### src/rtl/nibble_add_seq.sv
// Sequential WIDTH-bit adder: one 4-bit carry-lookahead slice reused per nibble,
// LSB nibble first, with the inter-nibble carry held in a register.

module nibble_add_seq_ha (
  input  logic x,
  input  logic y,
  output logic p,
  output logic g
);
  assign p = x ^ y;
  assign g = x & y;
endmodule

module nibble_add_seq #(
  parameter int WIDTH = 16
) (
  input  logic             clk,
  input  logic             rst,
  input  logic             in_valid,
  output logic             in_ready,
  input  logic [WIDTH-1:0] a,
  input  logic [WIDTH-1:0] b,
  input  logic             cin,
  output logic             out_valid,
  input  logic             out_ready,
  output logic [WIDTH-1:0] sum,
  output logic             cout,
  output logic             ovf
);
  localparam int N  = WIDTH / 4;
  localparam int KW = (N > 1) ? $clog2(N) : 1;
  localparam logic [KW-1:0] K_LAST = KW'(N - 1);

  localparam logic [1:0] S_IDLE = 2'd0;
  localparam logic [1:0] S_RUN  = 2'd1;
  localparam logic [1:0] S_DONE = 2'd2;

  logic [1:0]       state;
  logic [KW-1:0]    k;
  logic [WIDTH-1:0] a_r, b_r;
  logic             cy;

  logic [3:0] a_k, b_k, p, g, sn;
  logic [4:0] c;

  assign a_k = a_r[{k, 2'b00} +: 4];
  assign b_k = b_r[{k, 2'b00} +: 4];

  nibble_add_seq_ha u_ha [3:0] (.x(a_k), .y(b_k), .p(p), .g(g));

  // Fully expanded lookahead: every carry depends only on p/g and the slice carry-in.
  assign c[0] = cy;
  assign c[1] = g[0] | (p[0] & cy);
  assign c[2] = g[1] | (p[1] & g[0]) | (p[1] & p[0] & cy);
  assign c[3] = g[2] | (p[2] & g[1]) | (p[2] & p[1] & g[0]) | (p[2] & p[1] & p[0] & cy);
  assign c[4] = g[3] | (p[3] & g[2]) | (p[3] & p[2] & g[1]) | (p[3] & p[2] & p[1] & g[0])
              | (p[3] & p[2] & p[1] & p[0] & cy);
  assign sn   = p ^ c[3:0];

  assign in_ready  = (state == S_IDLE) && !rst;
  assign out_valid = (state == S_DONE);

  always_ff @(posedge clk) begin
    if (rst) begin
      state <= S_IDLE;
      k     <= '0;
      cy    <= 1'b0;
      a_r   <= '0;
      b_r   <= '0;
      sum   <= '0;
      cout  <= 1'b0;
      ovf   <= 1'b0;
    end else begin
      case (state)
        S_IDLE: if (in_valid) begin
          a_r   <= a;
          b_r   <= b;
          cy    <= cin;
          k     <= '0;
          state <= S_RUN;
        end
        S_RUN: begin
          sum[{k, 2'b00} +: 4] <= sn;
          cy <= c[4];
          k  <= k + 1'b1;
          if (k == K_LAST) begin
            cout  <= c[4];
            ovf   <= c[3] ^ c[4];
            state <= S_DONE;
          end
        end
        S_DONE: if (out_ready) state <= S_IDLE;
        default: state <= S_IDLE;
      endcase
    end
  end
endmodule

### config.mk
export PLATFORM = sky130hd
export DESIGN_NAME = nibble_add_seq
export DESIGN_NICKNAME = d
export VERILOG_FILES = /design/src/rtl/nibble_add_seq.sv
export SDC_FILE = /design/constraint.sdc
export NUM_CORES = 1
export LEC_CHECK = 0
export CAP_MARGIN = 5
export CORE_MARGIN = 3
export CORE_UTILIZATION = 50
export CTS_CLUSTER_DIAMETER = 150
export CTS_CLUSTER_SIZE = 24
export DETAILED_ROUTE_END_ITERATION = 10
export PLACE_DENSITY = 0.84
export RECOVER_POWER = 25
export SETUP_SLACK_MARGIN = 0.02
export SLEW_MARGIN = 30
export SYNTH_ARGS = -nofsm -noshare
export SYNTH_HDL_FRONTEND = slang
export SYNTH_SLANG_ARGS = --single-unit
### constraint.sdc
create_clock -name clk -period 3.89 [get_ports clk]
set_clock_uncertainty 0.15 [all_clocks]
set_input_delay 0.5835 -clock clk [delete_from_list [all_inputs] [get_ports clk]]
set_output_delay 0.5835 -clock clk [all_outputs]
set_load 0.05 [all_outputs]
==> results.md, run 1 <==
- Detailed Route WL: 5410 um
- Setup TNS: 0 ps
- Final non-filler cell area: 0.00320 mm2
- Post-synth top cells: 72 x nand2_1, 55 x dfxtp_1, 41 x a21oi_1, 15 x nor2_1, 11 x ha_1
- DRC: 0
- Pin count of the biggest net entering global routing: 60
- Final period util: 74.4%
- Synthesized cell area: 0.00256 mm2
- Synth Net Count: 329
- Post-CTS sizing: 0
- Post-route antenna net violation count: 0
- Global-route wire length before repair: 8930 um
- Worst hold margin: 312 ps
- Startpoint types: flop
- Ant. Diodes: 0
- Slew @ Worst Pin: 1430 ps
- Fin nets: 375
- Vias/cell: 5.34
- Row count: 25
- TritonCTS clock tree: built
- Io pins: 57
- Power Density: 356 mW/mm2
- Cell Area, Placed: 0.00311 mm2
- Yosys top cell area share: 42.9%
- Critical Path RT: 3970 ps
- Layout cells sized above 1: 8.56%
- Hold Crit Class: reg2reg
- Critical Path Sink Type: flop
- Max clock buf depth: 2
- Top-count cell post-synth: nand2_1
- Tmin final: 2890 ps
- # setup viols final: 0
- Syn avg cell area: 9.16 um2
- Area delta synth->final: 24.6%
- CTS buffer count: 5
- Multi-input logic area: 0.00133 mm2
- Maximum VDD drop: 0.191 mV
- Register bit total from synthesis: 55
- CTS Sinks: 55
- Fillcell total: 410
- Average wire per standard cell: 13.7 um
- Power Total: 1.14 mW
- Area contributors post-synth: dfxtp_1 43%, nand2_1 11%, a21oi_1 8.0%
- Root Driver: clkbuf_8
- Initial core utilization: 52.9%
- Die Y: 77.6 um
- Non-Filler Instances: 394
- Starting DRC count in detailed routing: 102
- Core Area: 0.00485 mm2
- Status: completed
- Main synth FF type: dfxtp_1
- Count of cell types in the netlist: 42
- Max Freq: 346 MHz
- IO Port Bufs: 56
- Hold buffer count at cts: 0
- Post-synth EDFFs: 0
- Vias in the first global route: 1950
- H-Tree Depth: 2
- Initial antenna violation count: 0
- Die X: 77.6 um
- DR vias: 2104
- Asr flop ratio synth: 0%
- Area taken by flip-flops and latches: 0.00110 mm2
- Clock latency on the worst-skew pair: 320 ps
- Final Max Slew Viols: 0
- Critical path class: reg2reg
- Data arrival time of the worst path: 2980 ps
- Pre-antenna DRT Iters: 4
- Die Area: 0.00603 mm2
- RD Place Congestion: 0.855
- Unrepaired setup endpoints after global routing: no
- Post-CTS Setup Inserts: 0
- Sequential-to-total area share from yosys stat: 42.9%
- Leak: 1.19 nW
- Maximum net fanout on the critical path: 10
- Max_cap viols: 0
- Final Hold Vio Count: 0
- Gr usage total: 18.1%
- Hpwl dp: 4000 um
- Grt ovf: 0
- Worst-path clk slew: 110 ps
- Synth Warn #: 0
- Yosys top cell by area: dfxtp_1
- Cell count after synthesis: 280
- Rel. slew slack: 4.73%
- Dpl cells: 386
==> routing by layer <==
metal | vias up | wire (um) | global-route usage [%]
li1 | 1056 | - | -
met4 | 0 | 102 | 6.41
met2 | 63 | 2600 | 30.1
met1 | 974 | 2460 | 23.6
met5 | - | 0 | 0
met3 | 11 | 244 | 3.25
==> stage by stage <==
stage	utilization (%)	setup slack [ps]
final	65.9	997
after global routing	65.9	773
after CTS	66.0	1140
after detailed placement	64.1	1170
after floorplan	-	1190
after global placement	64.0	1240
==> state kept, by name, indices dropped and copies added, names as in the netlist <==
| signal | cells |
|---|---|
| sum | 16 |
| b_r | 16 |
| cy | 1 |
| cout | 1 |
| k | 2 |
| a_r | 16 |
| state | 2 |
| ovf | 1 |
==> worst max-delay path, stage by stage, from the launching register on <==
cell and delay [ps]:
dfxtp_1 570, clkbuf_1 520, mux4_2 400, ha_1 330, o21a_1 220, a21oi_4 100, or3_1 300, a211oi_1 200
==> placed cells by master (no fill, tap or decap), types with 2 or more instances in the layout <==
cell type        netlist  final
a32oi_1                4      4
mux4_2                 8      8
nand3_1                2      2
nand2_1               72     72
o31ai_1                3      3
ha_1                  11     11
nand3b_1               7      7
clkdlybuf4s50_1        0     54
a21oi_1               41     41
nor2_1                15     15
nand2b_1               5      5
inv_1                  3      3
a211o_1                2      2
dfxtp_1               55     55
clkbuf_8               0      5
a22oi_1                8      8
a211oi_1               2      2
==> cell families after synthesis <==
| kind of cell | share of synthesized area, % |
|---|---|
| adder cells (fa/ha/maj) | 6.15 |
| XOR/XNOR | 0.976 |
| buffers and inverters | 5.12 |
| AO/OA/AOI/OAI | 16.1 |
| multiplexers | 7.02 |
| flip-flops | 42.9 |
| AND/OR/NAND/NOR | 21.7 |
==> final cells by class <==
class | instances | area share, %
timing repair buffer | 58 | 17.7
multi-input combinational | 202 | 41.7
tap | 67 | 2.62
inverter | 4 | 0.470
clock inverter | 3 | 0.861
sequential | 55 | 34.5
clock buffer | 5 | 2.15
==> report_power, final <==
group,internal (mW),leakage [nW],switching [mW]
clock,0.134,0.0467,0.204
sequential,0.589,0.449,0.0200
combinational,0.0900,0.692,0.103
==> worst paths after layout <==
| kind | startpoint | slack (ps) | depth (start not counted) | end |
|---|---|---|---|---|
| max | k[0] | 1000 | 7 | ovf |
| min reg2reg | b_r[14] | 310 | 2 | b_r[14] |
| max reg2reg | k[0] | 1000 | 7 | ovf |
| min | b_r[14] | 310 | 2 | b_r[14] |
No activity file was read; power rests on OpenSTA's default activity.
==> run 2, diff against run 1 <==
Clock period 3.89 ns to 2.7 ns, I/O delays scaled along.
==> run 2 against run 1 <==
First-iteration DRC count is 17% lower. Worst setup slack lost 820 ps. Utilization increased by 0.52 points. Non-clock buffer count up 4.
==> results.md, run 2 (synthesis gave the netlist of run 1 again) <==
- Post-route antenna net violation count: 0 (unchanged)
- Logic gate share of total power: 17.4% (+0.5 points)
- CTS buffer count: 5 (unchanged)
- Clock latency on the worst-skew pair: 300 ps (-20 ps)
- Hpwl dp: 4180 um (+4.5%)
- Critical Path RT: 2720 ps (-1250 ps)
- Gr usage total: 18.7% (+0.57 points)
- Core Area: 0.00485 mm2 (unchanged)
- Final non-filler cell area: 0.00322 mm2 (+0.78%)
- Slowest stage delay, CP: 580 ps (about the same)
- H-Tree Depth: 2 (unchanged)
- Average wire per standard cell: 14.0 um (+2.1%)
- Detailed Route WL: 5580 um (+3.2%)
- CTS Sinks: 55 (unchanged)
- WP buf/inv: 0 (-1)
- DRC: 0 (unchanged)
- Global-route wire length before repair: 9200 um (+3.1%)
- RD Place Congestion: 0.840 (-1.9%)
- Data arrival time of the worst path: 2540 ps (-440 ps)
- Status: completed
- Fillcell total: 421 (+2.7%)
- Max Freq: 397 MHz (+15%)
- Clk network pwr share: 28.7% (-0.9 points)
- Die X: 77.6 um (unchanged)
- Initial core utilization: 52.9% (unchanged)
- Hold Crit Class: reg2reg
- Vias/cell: 5.31 (-0.53%)
- Crit path max-delay family: compound AO/OA/AOI/OAI gates
- Unrepaired setup endpoints after global routing: no
- Power Density: 505 mW/mm2 (+42%)
- TritonCTS clock tree: built
- Final Hold Vio Count: 0 (unchanged)
- Row count: 25 (unchanged)
- Layout cells sized above 1: 9.67% (+1.1 points)
- Initial antenna violation count: 0 (unchanged)
- DR vias: 2114 (+0.48%)
- Switching Fraction: 26.8% (-1.8 points)
- Root Driver: clkbuf_8
- Worst-path clk slew: 90 ps (-20 ps)
- Post-CTS Setup Inserts: 0 (unchanged)
- Leak: 1.21 nW (+1.8%)
- Maximum VDD drop: 0.336 mV (+75%)
- Max_cap viols: 0 (unchanged)
- Pre-antenna DRT Iters: 4 (unchanged)
- Critical path class: reg2reg
- Worst setup margin: 179 ps (-818 ps)
- Sequential Power Share: 53.9% (+0.4 points)
- Most frequent cells in the layout: 73 x nand2_1, 53 x dfxtp_1, 53 x clkdlybuf4s50_1
- Die Area: 0.00603 mm2 (unchanged)
- Final core occ: 66.4% (+0.52 points)
- Final Max Slew Viols: 0 (unchanged)
- Most common cell after layout, fill and taps aside: nand2_1
- Max clock buf depth: 2 (unchanged)
- Area delta synth->final: 25.6%
- Hold buffer count at cts: 0 (unchanged)
- Cell Area, Placed: 0.00313 mm2 (+0.85%)
- Placement Setup Slack: 115 ps (-1050 ps)
- Area taken by flip-flops and latches: 0.00111 mm2 (+0.45%)
- Critical Path Sink Type: flop
- Starting DRC count in detailed routing: 85 (-17%)
- Post-CTS sizing: 0 (unchanged)
- Power Total: 1.63 mW (+43%)
- Biggest regs: a_r (16), b_r (16), sum (16)
- Io pins: 57 (unchanged)
- Pin count of the biggest net entering global routing: 60 (unchanged)
- Ant. Diodes: 0 (unchanged)
- Vias in the first global route: 1978 (+1.4%)
- Setup TNS: 0 ps (unchanged)
- Startpoint types: flop
- Slowest CP cell: mux4_2
- # setup viols final: 0 (unchanged)
- Multi-input logic area: 0.00133 mm2 (-0.19%)
- Grt ovf: 0 (unchanged)
- Fin nets: 379 (+1.1%)
- Switching pwr: 0.436 mW (+34%)
- Slew @ Worst Pin: 953 ps (-475 ps)
- Die Y: 77.6 um (unchanged)
- Cell-internal power: 1.19 mW (+46%)
- Rel. slew slack: 36.5% (+32 points)
- Maximum net fanout on the critical path: 8 (-2)
- Final period util: 93.4% (+19 points)
- IO Port Bufs: 56 (unchanged)
- Tmin final: 2520 ps (-372 ps)
- CP cell instances: mux4_2 -> ha_1 -> a211o_1 -> a21oi_4 -> xor2_2 -> o31ai_1
run 2: cell type report:
class	count	share of cell area [%]
clock inverters	1	0.272
flip-flops and latches	55	34.3
clock buffers	7	2.68
well taps	67	2.60
inverters	4	0.466
multi-input cells	202	41.3
repair buffers	62	18.3
run 2: path summary, 6_finish.rpt:
kind,from,to,slack [ps],cells after the start
max,k[0],sum[15],180,6
min,a_r[11],a_r[11],310,2
max reg2reg,k[0],sum[15],180,6
min reg2reg,a_r[11],a_r[11],310,2
run 2: routing by layer:
metal / vias up / GRT usage [%] / wire length, um
met5: - / 0 / 0
met4: 0 / 4.80 / 47
met3: 6 / 3.36 / 222
met2: 53 / 31.7 / 2760
met1: 991 / 24.5 / 2550
li1: 1064 / - / -
run 2: power by group through the flow:
stage          sequential (mW)  clock [mW]  combinational, mW
2_1_floorplan            0.893           0              0.190
3_3_place_gp             0.894           0              0.277
3_5_place_dp             0.895           0              0.285
4_1_cts                  0.877       0.476              0.287
5_1_grt                  0.882       0.509              0.310
6_report                 0.877       0.466              0.283
run 2: worst register-to-register path, stage by stage (launching register included):
cell	delay, ps
dfxtp_4	430
mux4_2	580
ha_1	340
a211o_1	330
a21oi_4	210
xor2_2	250
o31ai_1	110
run 2: through the flow:
step                      instances  hold WS, ps
after floorplan                 280          283
after global placement          390          294
after detailed placement        390          299
after CTS                       398          312
after global routing            398          332
final                           398          313
==> run 3, diff against run 2 <==
Settings changed: CORE_MARGIN 3 to default.
==> run 3 against run 2 <==
Largest cell class unchanged. Critical path depth did not move. Hold slack worse by 1.7 ps. Sequential power about the same. Sequential cell count unchanged. Total power up 11%. First-iteration DRC count rose by 16%. Utilization grew 1.4 points. Non-clock buffer count fell by 1. Critical path type unchanged. Largest power group unchanged. Combinational power increased by 3%.
==> results.md, run 3 (synthesis gave the netlist of run 1 again) <==
- Rel. slew slack: 9.43% (-27 points)
- Global-route wire length before repair: 9320 um (+1.3%)
- Most common cell after layout, fill and taps aside: nand2_1
- Io pins: 57 (unchanged)
- Average wire per standard cell: 14.0 um (-0.20%)
- Unrepaired setup endpoints after global routing: no
- Fin nets: 378 (-0.26%)
- Post-CTS sizing: 0 (unchanged)
- Hold buffer count at cts: 0 (unchanged)
- Post-CTS Setup Inserts: 0 (unchanged)
- # setup viols final: 0 (unchanged)
- Vias in the first global route: 2026 (+2.4%)
- Worst-path clk slew: 90 ps (about the same)
- Status: completed
- Critical Path RT: 2740 ps (+20 ps)
- Initial antenna violation count: 0 (unchanged)
- Starting DRC count in detailed routing: 99 (+16%)
- Post-route antenna net violation count: 0 (unchanged)
- RD Place Congestion: 0.792 (-5.6%)
- Initial core utilization: 53.2% (+0.34 points)
- Final period util: 95.6% (+2.2 points)
- Layout cells sized above 1: 9.70% (+0.029 points)
- DRC: 0 (unchanged)
- Data arrival time of the worst path: 2620 ps (+80 ps)
- Root Driver: clkbuf_8
- Fillcell total: 399 (-5.2%)
- Detailed Route WL: 5550 um (-0.45%)
- Die Y: 73.6 um (-5.2%)
- Switching Fraction: 25.0% (-1.8 points)
- Max Freq: 387 MHz (-2.3%)
- Min-delay src: a_r[7]
- Pin count of the biggest net entering global routing: 38 (-37%)
- Reg2Reg Depth: 6 (unchanged)
- Maximum VDD drop: 0.358 mV (+6.7%)
- CTS Sinks: 55 (unchanged)
- Area delta synth->final: 27.3%
- Vias/cell: 5.41 (+1.8%)
- Reg2reg end: sum[11]
- Cells on Worst Hold Path: 2 (unchanged)
- Worst-case hold path end point: a_r[7]
- Leak: 1.23 nW (+1.6%)
- Area taken by flip-flops and latches: 0.00110 mm2 (-0.34%)
- FF-to-FF Start: k[1]
- Hpwl dp: 4080 um (-2.3%)
- Multi-input logic area: 0.00133 mm2 (+0.19%)
- Die X: 73.6 um (-5.2%)
- Clock latency on the worst-skew pair: 310 ps (about the same)
- Worst setup margin: 119 ps (-59.4 ps)
- Logic gate share of total power: 16.2% (-1.2 points)
- Core Area: 0.00482 mm2 (-0.65%)
- Hold Crit Class: reg2reg
- Clk network pwr share: 35.4% (+6.7 points)
- Final Max Slew Viols: 0 (unchanged)
- Slew @ Worst Pin: 1360 ps (+405 ps)
- Max_cap viols: 0 (unchanged)
- Biggest regs: a_r (16), b_r (16), sum (16)
- Maximum net fanout on the critical path: 8 (unchanged)
- Final core occ: 67.8% (+1.4 points)
- Most frequent cells in the layout: 72 x nand2_1, 54 x dfxtp_1, 54 x clkdlybuf4s50_1
- IO Port Bufs: 56 (unchanged)
- Die Area: 0.00542 mm2 (-10%)
- Max clock buf depth: 2 (unchanged)
- Critical path class: reg2reg
- Gr usage total: 22.5% (+3.8 points)
- Final Hold Vio Count: 0 (unchanged)
- Grt ovf: 0 (unchanged)
- H-Tree Depth: 2 (unchanged)
- Startpoint types: flop
- Sequential Power Share: 48.5% (-5.4 points)
- CTS buffer count: 5 (unchanged)
- Switching pwr: 0.451 mW (+3.4%)
- Setup TNS: 0 ps (unchanged)
- Critical Path Sink Type: flop
- Ant. Diodes: 0 (unchanged)
- DR vias: 2147 (+1.6%)
- Cell-internal power: 1.35 mW (+14%)
- Pre-antenna DRT Iters: 4 (unchanged)
- Power Density: 553 mW/mm2 (+9.5%)
- R2R Setup Slk: 120 ps (-60 ps)
- TritonCTS clock tree: built
- Worst setup path start: k[1]
- Row count: 25 (unchanged)
- Placement Setup Slack: 112 ps (-3.10 ps)
- Tmin final: 2580 ps (+59.4 ps)
## run 3: how the worst max path moves through the flow
stage / to / slack [ps] / cells past startpoint
2_1_floorplan: sum[11] / 130 / 7
6_report: sum[11] / 120 / 6
3_3_place_gp: sum[7] / 230 / 6
5_1_grt: sum[7] / 20 / 6
4_1_cts: sum[7] / 110 / 6
3_5_place_dp: sum[7] / 110 / 6
## run 3: area by class of cell
type                       instances  area share, %
inverter                           4          0.460
multi-input combinational        202           40.8
clock buffer                       6           2.22
clock inverter                     2           1.84
sequential                        55           33.8
tap                               67           2.57
timing repair buffer              61           18.4
## run 3: worst max-delay path: stages, from the launching register on
cell and delay, ps:
dfxtp_1 560, mux4_2 550, ha_1 350, o21a_1 250
a21oi_4 230, xor2_2 250, o31ai_1 110
## run 3: power by group through the flow
stage | sequential, mW | clock, mW | combinational (mW)
final | 0.875 | 0.638 | 0.292
after global placement | 0.893 | 0 | 0.280
after floorplan | 0.893 | 0 | 0.190
after global routing | 0.881 | 0.666 | 0.320
after CTS | 0.876 | 0.638 | 0.292
after detailed placement | 0.894 | 0 | 0.290
## run 3: through the flow
step | cells | power (mW) | instance area, um2 | hold slack, ps
floorplan | 280 | 1.08 | 2570 | 283
global route | 397 | 1.87 | 3270 | 338
global placement | 389 | 1.17 | 3140 | 294
detailed placement | 389 | 1.18 | 3140 | 298
finish | 397 | 1.81 | 3270 | 312
CTS | 397 | 1.81 | 3270 | 312
## run 3: metal layers
layer  share of wire, %  wire (um)  GRT usage, %  vias to the layer above
li1                   -          -             -                     1068
met1                 43       2380          28.4                      986
met2                 51       2810          37.7                       80
met3                4.8        267          4.39                       13
met4                1.7         95          8.97                        0
met5                  0          0             0                        -
